<file path="config.mk">
export PLATFORM = sky130hd
export DESIGN_NAME = writeback_regfile
export DESIGN_NICKNAME = d
export VERILOG_FILES = /design/src/rtl/wb_pkg.sv /design/src/rtl/regfile_array.sv /design/src/rtl/writeback_regfile.sv
export SDC_FILE = /design/constraint.sdc
export NUM_CORES = 2
export LEC_CHECK = 0
export ABC_AREA = 1
export BUFFER_PORTS_ARGS = -buffer_cell sky130_fd_sc_hd__buf_2
export CAP_MARGIN = 20
export CORE_UTILIZATION = 35
export DETAILED_ROUTE_END_ITERATION = 10
export PLACE_DENSITY = 0.56
export SLEW_MARGIN = 0
export SYNTH_ARGS = -nofsm -noshare
export SYNTH_HDL_FRONTEND = slang
export SYNTH_SLANG_ARGS = --single-unit
</file>
<file path="constraint.sdc">
create_clock -name clock -period 2.8 [get_ports clock]
set_clock_uncertainty 0.1 [all_clocks]
set_input_delay 0.7 -clock clock [delete_from_list [all_inputs] [get_ports clock]]
set_output_delay 0.7 -clock clock [all_outputs]
set_load 0.05 [all_outputs]
</file>
<file path="src/rtl/wb_pkg.sv">
// Shared constants and types for the writeback stage and its register file.
package wb_pkg;
    localparam int XLEN           = 32;
    localparam int NREGS          = 32;
    localparam int AW             = $clog2(NREGS);
    localparam int REG_WRITE_BIT  = 0;
    localparam int RESULT_SRC_LSB = 1;
    localparam int RESULT_SRC_W   = 2;

    typedef enum logic [RESULT_SRC_W-1:0] {
        SRC_ALU  = 2'b00,
        SRC_MEM  = 2'b01,
        SRC_PC4  = 2'b10,
        SRC_RSVD = 2'b11
    } result_src_e;
endpackage

</file>
<file path="src/rtl/regfile_array.sv">
// Integer register storage x1..x31: one write port, two asynchronous read ports,
// synchronous clear. Index 0 is not stored and always reads as zero.
module regfile_array
    import wb_pkg::*;
(
    input  logic            clk_i,
    input  logic            srst_i,
    input  logic            we_i,
    input  logic [AW-1:0]   waddr_i,
    input  logic [XLEN-1:0] wdata_i,
    input  logic [AW-1:0]   raddr1_i,
    input  logic [AW-1:0]   raddr2_i,
    output logic [XLEN-1:0] rdata1_o,
    output logic [XLEN-1:0] rdata2_o
);
    logic [XLEN-1:0] regs_q [1:NREGS-1];
    logic [AW-1:0]   raddr  [2];
    logic [XLEN-1:0] rdata  [2];

    always_ff @(posedge clk_i) begin
        if (srst_i) begin
            for (int i = 1; i < NREGS; i++) begin
                regs_q[i] <= '0;
            end
        end else if (we_i && (waddr_i != '0)) begin
            regs_q[waddr_i] <= wdata_i;
        end
    end

    assign raddr[0] = raddr1_i;
    assign raddr[1] = raddr2_i;

    genvar gi;
    generate
        for (gi = 0; gi < 2; gi++) begin : g_rd
            assign rdata[gi] = (raddr[gi] == '0) ? '0 : regs_q[raddr[gi]];
        end
    endgenerate

    assign rdata1_o = rdata[0];
    assign rdata2_o = rdata[1];
endmodule

</file>
<file path="src/rtl/writeback_regfile.sv">
// Writeback result mux, register file and committed-write counter.
// Define WB_BYPASS_EN to make same-cycle reads of the register being written return result_W.
module writeback_regfile
    import wb_pkg::*;
(
    input  logic            clock,
    input  logic            reset,
    input  logic [2:0]      control_signals_W,
    input  logic [XLEN-1:0] ALU_result_W,
    input  logic [XLEN-1:0] read_data_W,
    input  logic [AW-1:0]   Rd_W,
    input  logic [XLEN-1:0] PC_4_W,
    input  logic [AW-1:0]   Rs1_D,
    input  logic [AW-1:0]   Rs2_D,
    output logic [XLEN-1:0] read_data1_D,
    output logic [XLEN-1:0] read_data2_D,
    output logic [XLEN-1:0] result_W,
    output logic [XLEN-1:0] wb_count
);
    logic            reg_write;
    result_src_e     result_src;
    logic            commit;
    logic [XLEN-1:0] result_sel;
    logic [XLEN-1:0] stored1;
    logic [XLEN-1:0] stored2;
    logic [XLEN-1:0] wb_count_q;
    logic [XLEN-1:0] wb_count_d;

    assign reg_write  = control_signals_W[REG_WRITE_BIT];
    assign result_src = result_src_e'(control_signals_W[RESULT_SRC_LSB +: RESULT_SRC_W]);

    // The reserved code falls through to the ALU path.
    always_comb begin
        result_sel = ALU_result_W;
        case (result_src)
            SRC_MEM: result_sel = read_data_W;
            SRC_PC4: result_sel = PC_4_W;
            default: result_sel = ALU_result_W;
        endcase
    end

    assign result_W = result_sel;
    assign commit   = reg_write && (Rd_W != '0);

    regfile_array u_array (
        .clk_i    (clock),
        .srst_i   (reset),
        .we_i     (commit),
        .waddr_i  (Rd_W),
        .wdata_i  (result_sel),
        .raddr1_i (Rs1_D),
        .raddr2_i (Rs2_D),
        .rdata1_o (stored1),
        .rdata2_o (stored2)
    );

`ifdef WB_BYPASS_EN
    // commit already excludes x0, so the bypass can never expose a write to x0.
    assign read_data1_D = (commit && !reset && (Rs1_D == Rd_W)) ? result_sel : stored1;
    assign read_data2_D = (commit && !reset && (Rs2_D == Rd_W)) ? result_sel : stored2;
`else
    assign read_data1_D = stored1;
    assign read_data2_D = stored2;
`endif

    assign wb_count_d = commit ? wb_count_q + 1'b1 : wb_count_q;

    always_ff @(posedge clock) begin
        if (reset) begin
            wb_count_q <= '0;
        end else begin
            wb_count_q <= wb_count_d;
        end
    end

    assign wb_count = wb_count_q;
endmodule
</file>
==> impl_metrics.ini <==
[status]
outcome = finished, violations left
violations = setup timing

[synth]
ys_top_cells_by_count = 2643 x nand2_1, 1446 x nand3_1, 1354 x nor2_1, 1024 x edfxtp_1, 374 x clkbuf_1
synth_seq_cells = 1056
synth_adder_area_share = 0.000639
synthArstFlopShare = 0
synth_flop_cell = edfxtp_1
synth_compound_area_frac = 0.0282
netlist_area_mm2 = 0.0588
synth_top_cells_by_area = edfxtp_1 52%, nand2_1 17%, nand3_1 12%, nor2_1 8.6%, clkbuf_1 2.4%
yosys.area_share.simple = 0.381
synth_xor_area_frac = 0.000745
synth_top_area_share = 0.523
synth_mux_area_frac = 0
synth_top_family_by_area = simple AND/OR/NAND/NOR gates
synthCells = 7626
avgSynthCellArea_um2 = 7.71
synth.most_common_cell = nand2_1
synth_largest_area_cell = edfxtp_1
synth_edf_count = 1024
synth-seq-area-share = 0.534
synthDistinctLibCells = 26
ys.warnings.count = 0

[clock_tree]
clk_pin_slew_ps = 60
clockBufferDepth = 3
cts_buffers = 115
h-tree-depth = 3
cts-root-buf = clkbuf_16
cts_tree = yes
cts_hold_buf = 0
clock_latency_ps = 770
clock-sinks = 1056

[timing]
finalCritPeriodShare = 1.19
tns_ps = -25760
slew_violations = 0
setup_viol = 65
fin_crit_ps = 3340
fmax_mhz = 300
worst-slew-pin-transition_ps = 591
setup_ws_ps = -538
whs_ps = 231
rsz0062_at_grt = true
relSlewSlack = 0.606
hold_violations = 0

[setup_path]
max_stage_delay_ps = 170
cpMaxStageDelayCell = buf_16
critical_path_class = in2out
cp.required_ps = 2000
end_kind = output pin
critPathTopFamily = buffers and inverters
cpMostUsedCell = buf_12
crit_chain = buf_12, buf_16, buf_12, buf_16, buf_16, buf_12, nand2_4, nand3_2, nand3_2, nand2_2, nand2_1, nand3_1, nand2_1, nor2_2, buf_6, buf_12
arrival_ps = 2540
cp-start-kind = input pin
critPathBufInv = 8
path_max_fanout = 7

[grt]
grt_usage = 0.306
grt_use_met3 = 0.0668
met2_usage = 0.477
busiest_layer = met2
grt_pass1_wl_mm = 382
antenna_found_initial = 6
grt_pass1_vias = 56500
grt_max_degree = 52
use_met1 = 0.400
gr-total-overflow = 0

[detailed_routing]
dr.pass1.iters = 6
route.detailed.drc = 0
drt_iter0_markers = 9463
viasPerCell = 5.76
num_vias = 61000
avgRoutedWirePerCell_um = 25.7
routed_wl_mm = 272
ant_nets = 0

[power_and_ir_drop]
vdd_ir_drop_max_v = 0.000492
power.density_mw_per_mm2 = 546
p_leak_nw = 33.9

[finish]
syn_to_final_growth_pct = 38.8
nets = 8403
stdcell_count = 10600
layout-drive-gt1-share = 0.256
fin_util = 0.489

[die]
start_util = 0.352
die_area_mm2 = 0.170
pin_count = 244
chipWidth_um = 412
coreArea_mm2 = 0.167
dieHeight_um = 412
rows = 150

[place]
dp_hpwl_mm = 170
place_inst = 10200
dp_slack_ps = -630
portBuffers = 243
routabilityCongestion = 0.970

[job]
cap_violations = 0

[hold_path]
hold_path.class = in2reg
[registers in the layout, indices dropped and copies added, names as in the netlist]
| signal | cells |
|---|---|
| wb_count | 32 |
| u_array.regs_q | 1024 |
[layer usage]
layer	vias up	share of wire
li1	26500	-
met1	29000	0.37
met2	4528	0.45
met3	904	0.13
met4	10	0.054
met5	-	0.00021
[tightest hold or removal path, delay by kind of cell]
kind | cells | cell delay [ps]
buf+inv | 2 | 300
compound gates | 1 | 50
[kinds of logic (layout without fill, tap and decap cells)]
kind of cell | after synthesis | count (layout)
compound gates | 296 | 296
buf+inv | 798 | 1526
xor+xnor | 5 | 5
fa+ha+maj | 3 | 3
other cells | 1 | 33
flops | 1056 | 1056
simple gates | 5467 | 5467
[worst paths after layout]
kind / startpoint / cells after the start / end / slack [ps]
worst max-delay path: Rs1_D[0] / 16 / read_data1_D[15] / -540
worst min-delay path: reset / 3 / wb_count[25] / 230
worst max register to register: wb_count[0] / 9 / wb_count[30] / 800
worst min register to register: wb_count[12] / 2 / wb_count[12] / 410
[cells in the final DEF (no fill, tap or decap), drive strengths merged]
cell type and instances:
a21oi 104, a22o 32, a31oi 1, and2 1
buf 1124, bufbuf 7, bufinv 14, clkbuf 165
clkinv 61, clkinvlp 5, conb 32, dfxtp 32
diode 1, edfxtp 1024, ha 3, inv 150
nand2 2644, nand3 1446, nand4 7, nor2 1355
nor3 14, o211ai 21, o21a 1, o21ai 137
xnor2 1, xor2 4
[metrics by stage]
stage	total power, mW	area [µm²]
2_1_floorplan	23.0	59100
3_3_place_gp	27.3	70300
3_5_place_dp	27.3	70300
4_1_cts	43.7	78200
5_1_grt	45.7	81600
6_report	44.5	81600
[layout make-up]
type                    instances  area, µm²
well taps                    2204       2760
diodes                          1       2.50
fillers                     15300      85300
inverters                     144        623
clock buffers                 135       2970
multi-input cells            5803      27800
flip-flops and latches       1056      31400
repair inverters                3       48.8
repair buffers               1161      15200
clock inverters                83        783
[repair_timing]
item / CTS / global route
endpoints found under the hold margin: 0 / 0
cloned: 60 / 31
resized for setup: 527 / 659
pin swaps: 136 / 298
endpoints found under the setup margin: 89 / 95
buffers inserted: 58 / 56
[power by group]
| part | switching [mW] | internal, mW |
|---|---|---|
| Combinational | 6.26 | 3.84 |
| Sequential | 0.528 | 18.2 |
| Clock | 6.85 | 8.86 |
| Total | 13.6 | 30.9 |
Note: power is estimated with default switching activity, not from simulation.
